`src/rtl/mic_frame_buffer_pkg.sv`:
```
// ---------------------------------------------------------------------------
// mic_frame_pkg
// Shared defaults and types for the microphone frame buffer.
//   DEF_SAMPLE_W / DEF_N_POINTS / DEF_DROP_W : default parameter values
//   sample_t      : one two's-complement microphone sample
//   frame_t       : one N-point frame, element [0] is the oldest sample
//   frame_state_t : presentation state of the buffer (EMPTY / PENDING)
// ---------------------------------------------------------------------------
package mic_frame_pkg;

    localparam int DEF_SAMPLE_W = 32;
    localparam int DEF_N_POINTS = 8;
    localparam int DEF_DROP_W   = 16;

    typedef logic signed [DEF_SAMPLE_W-1:0] sample_t;
    typedef sample_t frame_t [DEF_N_POINTS];

    typedef enum logic [0:0] {
        EMPTY   = 1'b0,
        PENDING = 1'b1
    } frame_state_t;

endpackage

```
`src/rtl/mic_frame_buffer_if.sv`:
```
// ---------------------------------------------------------------------------
// mic_frame_buffer_if
// Sample stream in and frame handshake out of the microphone frame buffer.
//   sample_in / sample_valid : streaming samples, accepted whenever valid
//   frame_out                : presented frame, [0] is the oldest sample
//   frame_valid / frame_ready: frame handshake towards the FFT
// Modports:
//   master : the environment (sample source + frame consumer)
//   slave  : the frame buffer itself
// ---------------------------------------------------------------------------
interface mic_frame_buffer_if
    import mic_frame_pkg::*;
#(
    parameter int SAMPLE_W = DEF_SAMPLE_W,
    parameter int N_POINTS = DEF_N_POINTS
);

    logic [SAMPLE_W-1:0]                sample_in;
    logic                               sample_valid;
    logic [N_POINTS-1:0][SAMPLE_W-1:0]  frame_out;
    logic                               frame_valid;
    logic                               frame_ready;

    modport master (
        output sample_in,
        output sample_valid,
        output frame_ready,
        input  frame_out,
        input  frame_valid
    );

    modport slave (
        input  sample_in,
        input  sample_valid,
        input  frame_ready,
        output frame_out,
        output frame_valid
    );

endinterface

```
`src/rtl/mic_frame_buffer_dc_blocker.sv`:
```
// ---------------------------------------------------------------------------
// mic_dc_blocker
// Single registered IIR stage removing the DC offset from the sample stream.
// Only instantiated when MIC_FRAME_DC_REMOVE_EN is defined.
//   dc  <= dc + ((x - dc) >>> 4)  on each valid input
//   out <= sat(x - dc)            using the dc value before the update
// Ports:
//   adc_clk, reset           : clock, synchronous active-high reset
//   valid_in, sample_in      : raw sample stream
//   valid_out, sample_out    : filtered stream, one cycle later
// ---------------------------------------------------------------------------
module mic_dc_blocker
    import mic_frame_pkg::*;
#(
    parameter int SAMPLE_W = DEF_SAMPLE_W
) (
    input  logic                adc_clk,
    input  logic                reset,
    input  logic                valid_in,
    input  logic [SAMPLE_W-1:0] sample_in,
    output logic                valid_out,
    output logic [SAMPLE_W-1:0] sample_out
);

    localparam int DC_SHIFT = 4;

    logic signed [SAMPLE_W-1:0] dc_r;
    logic signed [SAMPLE_W:0]   diff_s;
    logic                       valid_r;
    logic [SAMPLE_W-1:0]        sample_r;

    // Clamp a one-bit-wider difference back into the sample range.
    function automatic logic [SAMPLE_W-1:0] sat_sample(input logic [SAMPLE_W:0] v);
        logic [SAMPLE_W-1:0] res;
        if (v[SAMPLE_W] != v[SAMPLE_W-1]) begin
            res = v[SAMPLE_W] ? {1'b1, {(SAMPLE_W-1){1'b0}}} : {1'b0, {(SAMPLE_W-1){1'b1}}};
        end else begin
            res = v[SAMPLE_W-1:0];
        end
        return res;
    endfunction

    // Sign-extended difference between the new sample and the running DC estimate.
    always_comb begin
        diff_s = {sample_in[SAMPLE_W-1], sample_in} - {dc_r[SAMPLE_W-1], dc_r};
    end

    // DC estimate and filtered output register.
    always_ff @(posedge adc_clk) begin
        if (reset) begin
            dc_r     <= '0;
            valid_r  <= 1'b0;
            sample_r <= '0;
        end else begin
            valid_r <= valid_in;
            if (valid_in) begin
                // The estimate is an average of in-range samples, so truncation is safe.
                dc_r     <= dc_r + SAMPLE_W'(diff_s >>> DC_SHIFT);
                sample_r <= sat_sample(diff_s);
            end else begin
                dc_r     <= dc_r;
                sample_r <= sample_r;
            end
        end
    end

    assign valid_out  = valid_r;
    assign sample_out = sample_r;

endmodule

```
`src/rtl/mic_frame_buffer.sv`:
```
// ---------------------------------------------------------------------------
// mic_frame_buffer
// Collects streaming microphone samples into N-point frames using two
// ping-pong banks and presents complete frames over a valid/ready handshake.
// Capture never stalls: if the consumer is late, the newly filled write bank
// is discarded (and counted) while the presented frame stays untouched.
// Configuration macro: MIC_FRAME_DC_REMOVE_EN (adds a DC blocker in front of
// the banks, one extra cycle of input latency).
// Ports:
//   adc_clk        : sample clock, all logic on its rising edge
//   reset          : synchronous active-high reset
//   bus (slave)    : sample_in/sample_valid in, frame_out/frame_valid out,
//                    frame_ready in
//   fill_level     : samples already stored in the write bank
//   dropped_frames : saturating count of discarded frames
// ---------------------------------------------------------------------------
module mic_frame_buffer
    import mic_frame_pkg::*;
#(
    parameter int SAMPLE_W = DEF_SAMPLE_W,
    parameter int N_POINTS = DEF_N_POINTS,
    parameter int DROP_W   = DEF_DROP_W
) (
    input  logic                      adc_clk,
    input  logic                      reset,
    mic_frame_buffer_if.slave         bus,
    output logic [$clog2(N_POINTS):0] fill_level,
    output logic [DROP_W-1:0]         dropped_frames
);

    localparam int               IDX_W       = $clog2(N_POINTS);
    localparam logic [IDX_W-1:0] IDX_LAST    = IDX_W'(N_POINTS - 1);
    localparam logic [0:0]       ST_EMPTY    = 1'(EMPTY);
    localparam logic [0:0]       ST_PENDING  = 1'(PENDING);

    logic                store_valid_s;
    logic [SAMPLE_W-1:0] store_data_s;

`ifdef MIC_FRAME_DC_REMOVE_EN
    mic_dc_blocker #(
        .SAMPLE_W (SAMPLE_W)
    ) u_dc_blocker (
        .adc_clk    (adc_clk),
        .reset      (reset),
        .valid_in   (bus.sample_valid),
        .sample_in  (bus.sample_in),
        .valid_out  (store_valid_s),
        .sample_out (store_data_s)
    );
`else
    assign store_valid_s = bus.sample_valid;
    assign store_data_s  = bus.sample_in;
`endif

    logic [SAMPLE_W-1:0] bank_r [2][N_POINTS];
    logic [0:0]          state_r;
    logic                wr_bank_r;
    logic [IDX_W-1:0]    wr_idx_r;
    logic [DROP_W-1:0]   dropped_r;

    logic                complete_s;
    logic                handshake_s;
    logic [0:0]          state_nx_s;
    logic                flip_s;
    logic                drop_s;

    // Next-state decode: completion, handshake, bank flip and overrun.
    always_comb begin
        complete_s  = store_valid_s && (wr_idx_r == IDX_LAST);
        handshake_s = (state_r == ST_PENDING) && bus.frame_ready;
        state_nx_s  = state_r;
        flip_s      = 1'b0;
        drop_s      = 1'b0;
        case (state_r)
            ST_EMPTY: begin
                if (complete_s) begin
                    state_nx_s = ST_PENDING;
                    flip_s     = 1'b1;
                end else begin
                    state_nx_s = ST_EMPTY;
                end
            end
            ST_PENDING: begin
                if (complete_s && handshake_s) begin
                    // Old frame leaves and the new one is presented next cycle.
                    state_nx_s = ST_PENDING;
                    flip_s     = 1'b1;
                end else if (complete_s) begin
                    // Overrun: keep the presented frame, refill the write bank.
                    state_nx_s = ST_PENDING;
                    drop_s     = 1'b1;
                end else if (handshake_s) begin
                    state_nx_s = ST_EMPTY;
                end else begin
                    state_nx_s = ST_PENDING;
                end
            end
            default: begin
                state_nx_s = ST_EMPTY;
            end
        endcase
    end

    // State, bank pointer, write index, bank storage and drop counter.
    always_ff @(posedge adc_clk) begin
        if (reset) begin
            state_r   <= ST_EMPTY;
            wr_bank_r <= 1'b0;
            wr_idx_r  <= '0;
            dropped_r <= '0;
            for (int b = 0; b < 2; b++) begin
                for (int i = 0; i < N_POINTS; i++) begin
                    bank_r[b][i] <= '0;
                end
            end
        end else begin
            state_r <= state_nx_s;
            if (flip_s) begin
                wr_bank_r <= ~wr_bank_r;
            end else begin
                wr_bank_r <= wr_bank_r;
            end
            if (store_valid_s) begin
                bank_r[wr_bank_r][wr_idx_r] <= store_data_s;
                wr_idx_r <= complete_s ? '0 : (wr_idx_r + IDX_W'(1));
            end else begin
                wr_idx_r <= wr_idx_r;
            end
            if (drop_s && (dropped_r != {DROP_W{1'b1}})) begin
                dropped_r <= dropped_r + DROP_W'(1);
            end else begin
                dropped_r <= dropped_r;
            end
        end
    end

    // The presented frame is always the bank not being written.
    always_comb begin
        for (int i = 0; i < N_POINTS; i++) begin
            bus.frame_out[i] = bank_r[~wr_bank_r][i];
        end
    end

    assign bus.frame_valid = (state_r == ST_PENDING);
    assign fill_level      = {1'b0, wr_idx_r};
    assign dropped_frames  = dropped_r;

endmodule
```
`src/flat_wrapper.sv`:
```
// flat-port wrapper written by rule: the top's interface ports become plain ports
module mic_frame_buffer_flat import mic_frame_pkg::*;
#(
    parameter int SAMPLE_W = DEF_SAMPLE_W,
    parameter int N_POINTS = DEF_N_POINTS,
    parameter int DROP_W   = DEF_DROP_W
)
  (adc_clk, reset, fill_level, dropped_frames, bus_sample_in, bus_sample_valid, bus_frame_ready, bus_frame_out, bus_frame_valid);
  mic_frame_buffer_if #(.SAMPLE_W(SAMPLE_W), .N_POINTS(N_POINTS)) bus_i ();
  input  logic adc_clk;
  input  logic reset;
  output logic [$clog2(N_POINTS):0] fill_level;
  output logic [DROP_W-1:0] dropped_frames;
  input wire logic [$bits(bus_i.sample_in)-1:0] bus_sample_in;
  input wire logic [$bits(bus_i.sample_valid)-1:0] bus_sample_valid;
  input wire logic [$bits(bus_i.frame_ready)-1:0] bus_frame_ready;
  output wire logic [$bits(bus_i.frame_out)-1:0] bus_frame_out;
  output wire logic [$bits(bus_i.frame_valid)-1:0] bus_frame_valid;
  assign bus_i.sample_in = bus_sample_in;
  assign bus_i.sample_valid = bus_sample_valid;
  assign bus_i.frame_ready = bus_frame_ready;
  assign bus_frame_out = bus_i.frame_out;
  assign bus_frame_valid = bus_i.frame_valid;
  mic_frame_buffer #(.SAMPLE_W(SAMPLE_W), .N_POINTS(N_POINTS), .DROP_W(DROP_W)) u_core (.adc_clk(adc_clk), .reset(reset), .bus(bus_i), .fill_level(fill_level), .dropped_frames(dropped_frames));
endmodule
```
`config.mk`:
```
export PLATFORM = sky130hd
export DESIGN_NAME = mic_frame_buffer_flat
export DESIGN_NICKNAME = d
export VERILOG_FILES = /design/src/rtl/mic_frame_buffer_pkg.sv /design/src/rtl/mic_frame_buffer_if.sv /design/src/rtl/mic_frame_buffer_dc_blocker.sv /design/src/rtl/mic_frame_buffer.sv /design/src/flat_wrapper.sv
export SDC_FILE = /design/constraint.sdc
export NUM_CORES = 1
export LEC_CHECK = 0
export BUFFER_PORTS_ARGS = -buffer_cell sky130_fd_sc_hd__clkbuf_2
export CAP_MARGIN = 30
export CELL_PAD_IN_SITES_DETAIL_PLACEMENT = 1
export CELL_PAD_IN_SITES_GLOBAL_PLACEMENT = 1
export CORE_MARGIN = 10
export CORE_UTILIZATION = 35
export CTS_CLUSTER_DIAMETER = 40
export DETAILED_ROUTE_END_ITERATION = 8
export HOLD_SLACK_MARGIN = 0.02
export PLACE_DENSITY_LB_ADDON = 0.12
export SLEW_MARGIN = 20
export SYNTH_ARGS = -nofsm -noshare
export SYNTH_HDL_FRONTEND = slang
export SYNTH_SLANG_ARGS = --single-unit
```
`constraint.sdc`:
```
create_clock -name adc_clk -period 2.9 [get_ports adc_clk]
set_input_delay 0.29 -clock adc_clk [delete_from_list [all_inputs] [get_ports adc_clk]]
set_output_delay 0.29 -clock adc_clk [all_outputs]
set_load 0.01 [all_outputs]
```
Word level (Yosys, flattened, before mapping)
Memories as Yosys holds them, arrays and structs flattened.
Index checks and enable logic that the tools add are counted.
{"block": "word_totals", "ram_bits": 512, "regBits": 21, "word_cells": 40, "output_inout_bits": 277, "mem_count": 1, "in_bits": 36}
{"memory": "u_core.bank_r", "depth": 2, "width": 256, "read_ports": 1, "rd_clocked_by_memory_dff": 0, "write_ports": 2, "line": "mic_frame_buffer.sv:55", "text": "logic [SAMPLE_W-1:0] bank_r [2][N_POINTS];"}
{"block": "classes", "n_reduce_logical": 6, "eq_ne": 2, "magnitude_cmp": 2, "addsub": 2, "muxes": 20, "n_bitwise": 3}
{"operator": "2-to-1 mux 256 bit", "count": 3}
{"operator": "OR reduction 256 bit", "count": 1}
{"operator": "demux 32 bit (select 3 bit)", "count": 1}
{"operator": "2-to-1 mux 32 bit", "count": 1}
{"operator": "adder 16 x 1 -> 16 bit (second input constant)", "count": 1}
{"operator": "inequality test 16 bit (second input constant)", "count": 1}
{"operator": "2-to-1 mux 1 bit", "count": 12}
{"operator": "logical AND 1 bit", "count": 5}
{"operator": ">= comparator 4 bit (second input constant)", "count": 1}
{"operator": "less-than comparator 4 x 1 -> 1 bit (second input constant)", "count": 1}
{"operator": "inverter 3 -> 4 bit", "count": 1}
{"operator": "case mux 1 bit (2 select lines)", "count": 2}
{"operator": "adder 3 x 1 -> 3 bit (second input constant)", "count": 1}
{"operator": "equality test 3 bit (second input constant)", "count": 1}
{"operator": "2-to-1 mux 3 bit", "count": 1}
{"operator": "inverter 1 bit", "count": 2}

Depth between registers and ports, before layout
Gate-level depths: netlist (run 1).
{"block": "depth", "ltp_word": 8, "depth_mapped": 7, "mapped_depth_nobuf": 6}

Worst setup path before layout (run 1)
OpenSTA, ideal clock, no wires.
{"block": "synth_timing", "path_type": "reg-to-reg", "startpoint": "register u_core.wr_bank_r", "endpoint": "memory u_core.bank_r[1][100] (netlist name), enable pin", "setup_time_ns": 0.428, "period_less_slack_ns": 3.150, "stages_incl_launch_ff": 6, "t_required_ns": 2.472, "arrival_time_ns": 2.722, "path_buffers": 3, "setup_slack_ns": -0.250, "cell_sequence": "dfxtp_1 clkbuf_1 buf_2 buf_2 nand3_1 o21bai_1"}
{"element": "start: declaration", "line": "mic_frame_buffer.sv:57", "text": "logic wr_bank_r;"}
{"element": "start signal: assignment", "line": "mic_frame_buffer.sv:119", "text": "wr_bank_r <= ~wr_bank_r;"}
{"element": "start signal: assignment", "line": "mic_frame_buffer.sv:121", "text": "wr_bank_r <= wr_bank_r;"}
{"element": "end: declaration", "line": "mic_frame_buffer.sv:55"}

Worst setup path after layout (run 1)
{"block": "layout_timing", "startpoint": "register u_core.wr_bank_r", "endpoint": "output port bus_frame_out[9]"}
{"block": "layout_via", "elab_chain_cells": 2}
{"element": "inverter 1 bit", "line": "mic_frame_buffer.sv:140", "text": "bus.frame_out[i] = bank_r[~wr_bank_r][i];"}
{"element": "memory read (2 x 256 bit)"}
{"element": "end: declaration", "line": "flat_wrapper.sv:17", "text": "output wire logic [$bits(bus_i.frame_out)-1:0] bus_frame_out;"}
No other way between the ends.

==> results of run 1 <==
-- worst register-to-register path: cells and delay by family (launching register included) --
family	cells	cell delay (ps)
fa+ha+maj	2	470
mux	1	370
flops	1	440
simple gates	3	880
-- cell type report --
class                   count  area share
clock inverters            71     0.03338
inverters                   2   0.0002677
clock buffers              99     0.08228
repair buffers            355     0.07229
diodes                      1  0.00008925
multi-input cells         706      0.2109
well taps                 837     0.03735
flip-flops and latches    533      0.5635
-- sequential cells by signal, summed over array words and instances (netlist names) --
name                    flops
u_core.wr_idx_r             3
u_core.dropped_frames      16
u_core.wr_bank_r            1
u_core.bank_r             512
u_core.bus.frame_valid      1
-- repair_timing --
action	in CTS	in global routing
endpoints found under the setup margin	0	0
hold buffers	1	0
gates resized for setup	0	0
endpoints found under the hold margin	1	0
-- synthesized netlist by cell type, types with 6 or more instances --
cell type / number
or2_2: 9
edfxtp_1: 512
nor2_1: 15
nand3b_1: 6
dfxtp_1: 21
a21oi_1: 13
o31ai_1: 6
buf_2: 28
clkbuf_2: 6
nand2b_1: 7
clkbuf_1: 28
mux2_2: 259
o21bai_1: 8
and2_1: 320
-- metrics by stage --
stage / setup TNS [ps] / utilization / hold WS, ps / setup slack (ps)
6_report: 0 / 0.4535 / 78.40 / 192.1
5_1_grt: 0 / 0.4535 / 89.36 / 117.3
4_1_cts: 0 / 0.4535 / 50.86 / 174.1
3_5_place_dp: 0 / 0.4009 / 518.2 / 582.3
3_3_place_gp: 0 / 0.4009 / 511.7 / 599.4
2_1_floorplan: -61230 / - / 488.2 / -249.9
-- worst paths after layout --
kind                             startpoint                        end  slack (ps)
setup / recovery           u_core.wr_bank_r           bus_frame_out[9]         190
hold / removal             bus_sample_in[5]      u_core.bank_r[0][101]          80
setup reg to reg         u_core.wr_idx_r[0]  u_core.dropped_frames[10]         620
hold reg to reg   u_core.dropped_frames[14]  u_core.dropped_frames[14]         540
-- logic make-up (layout without fill, tap and decap cells) --
| kind of cell | Yosys count | in the layout | synth area share |
|---|---|---|---|
| adders and majority gates | 3 | 3 | 0.001716 |
| buffers and inverters | 69 | 527 | 0.01464 |
| xor gates and xnor gates | 1 | 1 | 0.0004004 |
| AOI/OAI and AO/OA | 33 | 33 | 0.009494 |
| muxes | 263 | 263 | 0.1353 |
| other | 1 | 2 | 0.0001714 |
| and+or+nand+nor | 405 | 405 | 0.1163 |
| DFF | 533 | 533 | 0.7220 |
-- power breakdown --
group / leakage (nW) / total, mW / switching, mW / internal, mW
clock network: 1.54 / 11.3 / 4.01 / 7.29
logic: 3.75 / 1.27 / 0.816 / 0.450
registers: 5.29 / 8.98 / 0.107 / 8.87
-- routing by layer --
layer,vias to the layer above,part of all wire,global-route usage
met1,6531,0.44,0.2424
met2,334,0.48,0.3071
met3,97,0.052,0.03921
met5,-,0.00036,0
met4,4,0.020,0.05500
li1,5623,-,-
==> run summary, run 1 <==
* result of the run: completed
* std cell rows: 91
* starting utilization of the core area: 0.3538
* total of fill cells in the finished design: 6050
* horizontal die dimension: 270.0 um
* period utilisation layout: 0.9338
* max-cap viol count: 0
* final wirelength: 68.69 mm
* first-pass detailed-route iteration total: 5
* CP Class: reg -> out
* global route overflow: 0
* antenna violations before repair: 5
* Final Max Tran Viols: 0
* clock-pin slew on the worst setup and hold paths: 60 ps
* Total Power Consumption: 21.54 mW
* vertical die dimension: 270.0 um
* maximum frequency from static timing analysis: 0.3693 GHz
* placed standard-cell area: 24780 um2
* Detail Placement HPWL: 43.82 mm
* maximum number of pins on one net before global-route repair: 153
* number of synthesized register bits: 533
* P&R area growth vs syn: 28.17%
* deepest clock path buffer count: 3
* share of post-route cells with drive strength above 1: 0.4541
* yosys synthesis warning count: 0
* highest-count cells in the layout ignoring fill and taps: edfxtp_1, and2_1, clkbuf_2, mux2_2, clkbuf_16
* H-Tree Level Count: 3
* peak fanout along the critical path: 152
* power density over the cells: 768.3 nW/um2
* share of Yosys cell area claimed by the top area cell type: 0.7028
* 1st-iter DRT viols: 829
* clock sinks: 533
* GRT Total Usage: 0.1859
* clock insertion delay at the later pin of the skew report: 640 ps
* CTS Root Buffer Type: clkbuf_16
* proportion of synthesized chip area in sequential cells: 0.7220
* Async SR Flop Fraction: 0
* drc violations: 0
* count of cell types in the netlist: 47
* kind of cell adding the most delay to the critical path: buffers and inverters
* detailed-route vias per instance: 4.834
* summed instance area of the synthesized netlist: 21880 um2
* kind of end point of the critical path: output port
* vias in the first global route: 13660
* Multi-input gate area: 5913 um2
* kind of start point of the critical path: flop
* class of the most critical hold timing path: in -> reg
* weighted congestion at the end of routability-driven global placement: 0.7263
* Final nets: 1728
* nets in the synthesized netlist: 1347
* Hold Fails Final Rpt: 0
* count of placed standard cells including taps: 2432
* area of the core region: 61830 um2
* Crit path required time: 2610 ps
* I/O pin total: 313
* synth top area cells: edfxtp_1, mux2_2, and2_1
* DR WL/cell: 26.38 um
* instance count of the mapped netlist: 1308
* Non-Filler Cell Area, Final: 28040 um2
* count of buffers from port buffering: 311
* clock skew: 21.51 ps
* via count of the routed design: 12590
* unrepaired setup endpoints after global routing: false
* final cell count without fillers: 2604
* storage element area: 15800 um2
* Post-synth top flop: edfxtp_1
* leakage power: 10.58 nW
* delay of the slowest critical-path stage: 550 ps
* buffers plus inverters on the worst setup path: 2
* data arrival time at the worst-slack endpoint: 2420 ps
* die area: 72900 um2
* leading area contributor after synthesis: edfxtp_1
* measured slew at the worst slew-check pin: 996.1 ps
* total of endpoints with negative setup slack in the final report: 0
* clock buffers created by TritonCTS: 91
* cell with the largest stage delay on the worst path: buf_12
* worst vdd ir: 0.8321 mV
* mean instance size in the synthesized netlist: 16.72 um2
* first-pass GRT wire length: 99.22 mm
* cell depth of the worst setup path: 3
* EDFF count, synth: 512
* setup bufs post-CTS: 0
* TritonCTS clock tree: done
* hold path depth: 2
* remaining antenna violation count after routing: 0
* most common library cell in the layout ignoring fill and taps: edfxtp_1
* ordered cell list for the critical path: buf_12 > mux2_2 > clkbuf_2
* final critical-path required period: 2708 ps
* max_slew headroom: 0.3359
* logic depth of the worst register-to-register path: 6
Note: power is estimated with default switching activity, not from simulation.
==> inputs of run 2 (changes only) <==
==> constraint.sdc (replaced) <==
create_clock -name adc_clk -period 3.2 [get_ports adc_clk]
set_input_delay 0.32 -clock adc_clk [delete_from_list [all_inputs] [get_ports adc_clk]]
set_output_delay 0.32 -clock adc_clk [all_outputs]
set_load 0.01 [all_outputs]
==> run 2 against run 1 <==
Effect of this change:
- critical endpoint is now bus_frame_out[7]
- final area shrank 1.4%
- via count grew 0.22%
- cell count shrank 0.54%
- first-iteration DRC count shrank 8.7%
- wire length grew 0.15%
- critical path depth is the same
- flip-flop and latch count is the same
- highest routed layer unchanged
- core utilization shrank 0.62 points
- combinational power shrank 10%
- worst setup slack gained 200 ps
- sequential share of layout area grew 0.79 points
==> run summary, run 2 (synthesis results as in run 1) <==
* final wirelength: 68.79 mm, +0.15%
* horizontal die dimension: 270.0 um, unchanged
* diode insertion count for antenna repair: 0, -1
* weighted congestion at the end of routability-driven global placement: 0.7471, +2.9%
* period utilisation layout: 0.8775
* data arrival time at the worst-slack endpoint: 2490 ps, +70 ps
* part of the power in the clock network: 0.498, -0.026
* logic depth of the worst register-to-register path: 4, -2
* H-Tree Level Count: 3, unchanged
* first-pass GRT wire length: 99.44 mm, +0.22%
* source of the critical timing path: u_core.wr_bank_r
* starting utilization of the core area: 0.3538, unchanged
* Hold Fails Final Rpt: 0, unchanged
* via count of the routed design: 12620, +0.22%
* slack of the critical path: 392.2 ps, +200.1 ps
* vias in the first global route: 13600, -0.45%
* kind of end point of the critical path: output port
* buffers plus inverters on the worst setup path: 2, unchanged
* ordered cell list for the critical path: buf_12 > mux2_2 > clkbuf_2
* Combinational Power Share: 0.062, +0.003
* leakage power: 10.40 nW, -1.7%
* Multi-input gate area: 5913 um2, unchanged
* measured slew at the worst slew-check pin: 769.8 ps, -226.4 ps
* reg2reg end: u_core.bank_r[1][252]
* Setup TNS Final: 0 ps, unchanged
* delay of the slowest critical-path stage: 630 ps, +80 ps
* DR WL/cell: 26.56 um, +0.70%
* critical register-to-register path startpoint: u_core.wr_bank_r
* highest-count cells in the layout ignoring fill and taps: edfxtp_1, and2_1, clkbuf_2, mux2_2, clkbuf_16
* area of the core region: 61830 um2, unchanged
* source of the worst hold timing path: bus_sample_in[5]
* clock-pin slew on the worst setup and hold paths: 60 ps, about the same
* CTS Root Buffer Type: clkbuf_16
* class of the most critical hold timing path: in -> reg
* worst vdd ir: 0.3542 mV, -57%
* drc violations: 0, unchanged
* Net Switching: 4.282 mW, -13%
* first-pass detailed-route iteration total: 5, unchanged
* Final nets: 1721, -0.41%
* CTS resizes: 0, unchanged
* hold path depth: 2, unchanged
* global route overflow: 0, unchanged
* Final Max Tran Viols: 0, unchanged
* total of endpoints with negative setup slack in the final report: 0, unchanged
* TritonCTS clock tree: done
* std cell rows: 91, unchanged
* vertical die dimension: 270.0 um, unchanged
* P&R area growth vs syn: 26.41%
* Crit path required time: 2880 ps, +270 ps
* CP Class: reg -> out
* deepest clock path buffer count: 3, unchanged
* maximum number of pins on one net before global-route repair: 114, -25%
* clock sinks: 533, unchanged
* most common library cell in the layout ignoring fill and taps: edfxtp_1
* remaining antenna violation count after routing: 0, unchanged
* unrepaired setup endpoints after global routing: false
* 1st-iter DRT viols: 757, -8.7%
* setup bufs post-CTS: 0, unchanged
* destination of the worst hold path: u_core.bank_r[0][69]
* count of buffers from port buffering: 311, unchanged
* kind of start point of the critical path: flop
* register containing the most flip-flops in the final layout: u_core.bank_r
* flip-flop count of the largest register, all copies and words added: 512, unchanged
* GRT Total Usage: 0.1865, +0.0006137
* clock insertion delay at the later pin of the skew report: 630 ps, about the same
* die area: 72900 um2, unchanged
* switching share of total power: 0.2314, +0.002535
* cell with the largest stage delay on the worst path: dfxtp_4
* clock skew: 23.60 ps, +2.094 ps
* antenna violations before repair: 3, -2
* total of fill cells in the finished design: 6002, -0.79%
* storage element area: 15800 um2, unchanged
* Post-Place Setup Slack: 498.5 ps, -83.80 ps
* power density over the cells: 669.2 nW/um2, -13%
* Total Power Consumption: 18.51 mW, -14%
* result of the run: completed
* peak fanout along the critical path: 113, -26%
* max-cap viol count: 0, unchanged
* reg2reg setup slack: 720 ps, +100 ps
* Reg power frac: 0.440, +0.023
* maximum frequency from static timing analysis: 0.3561 GHz
* max_slew headroom: 0.4856, +0.1497
* Detail Placement HPWL: 44.66 mm, +1.9%
* detailed-route vias per instance: 4.871, +0.76%
* final critical-path required period: 2808 ps
* share of post-route cells with drive strength above 1: 0.4478, -0.006330
* cell-internal power: 14.23 mW, -14%
* kind of cell adding the most delay to the critical path: buffers and inverters
* I/O pin total: 313, unchanged
* clock buffers created by TritonCTS: 86, -5.5%
## run 2: cell count changes in the layout (fill, tap and decap cells not counted)
cell | before | now
bufinv_16 | 16 | 8
inv_6 | 18 | 13
clkinv_1 | 8 | 12
clkbuf_16 | 91 | 89
clkinv_16 | 2 | 0
clkinv_8 | 0 | 2
buf_12 | 11 | 10
buf_4 | 32 | 31
diode_2 | 1 | 0
inv_16 | 1 | 0
inv_8 | 1 | 2
## run 2: area by class of cell
type / count / share of cell area
Multi-Input combinational cell: 706 / 0.2138
Sequential cell: 533 / 0.5713
Inverter: 2 / 0.0002715
Tap cell: 837 / 0.03787
Clock inverter: 62 / 0.02280
Clock buffer: 97 / 0.08162
Timing Repair Buffer: 353 / 0.07230
## run 2: worst register-to-register path, cell delays in order, from the launching register on
cell and delay, ps:
dfxtp_4 630, buf_12 560, nand3b_1 270, nor2_4 630, and2_1 260
## run 2: how the worst max path moves through the flow
stage                             to  slack, ps  cells past startpoint
2_1_floorplan  u_core.bank_r[1][100]         50                      5
3_3_place_gp   u_core.bank_r[0][130]        590                      6
3_5_place_dp   u_core.bank_r[0][130]        500                      6
4_1_cts            bus_frame_out[21]        310                      3
5_1_grt            bus_frame_out[10]        270                      3
6_report            bus_frame_out[7]        390                      3
## run 2: power groups by stage
stage / logic, mW / clock network (mW) / registers (mW)
6_report: 1.14 / 9.22 / 8.14
3_5_place_dp: 1.18 / 0 / 8.28
2_1_floorplan: 0.516 / 0 / 8.24
5_1_grt: 1.23 / 9.76 / 8.17
3_3_place_gp: 1.17 / 0 / 8.26
4_1_cts: 1.19 / 9.41 / 8.14
## run 2: per-stage QoR
stage                     instances  instance area [um2]    util  hold WS, ps
after CTS                      2590                27650  0.4473        97.04
after global placement         2430                24760  0.4004        513.3
after detailed placement       2430                24760  0.4004        514.6
final                          2590                27650  0.4473        118.5
after floorplan                1308                21880       -        512.8
after global routing           2590                27650  0.4473        139.1
## run 2: timing repair
item,in CTS,in global routing
setup endpoints to repair,0,0
hold buffers,1,0
hold endpoints to repair,1,0
## run 2: routing by layer
layer  global-route usage  vias to the layer above  part of all wire
li1                     -                     5607                 -
met1               0.2459                     6573              0.44
met2               0.3082                      344              0.48
met3              0.03771                       91             0.056
met4              0.05041                        2             0.019
met5                    0                        -           0.00019
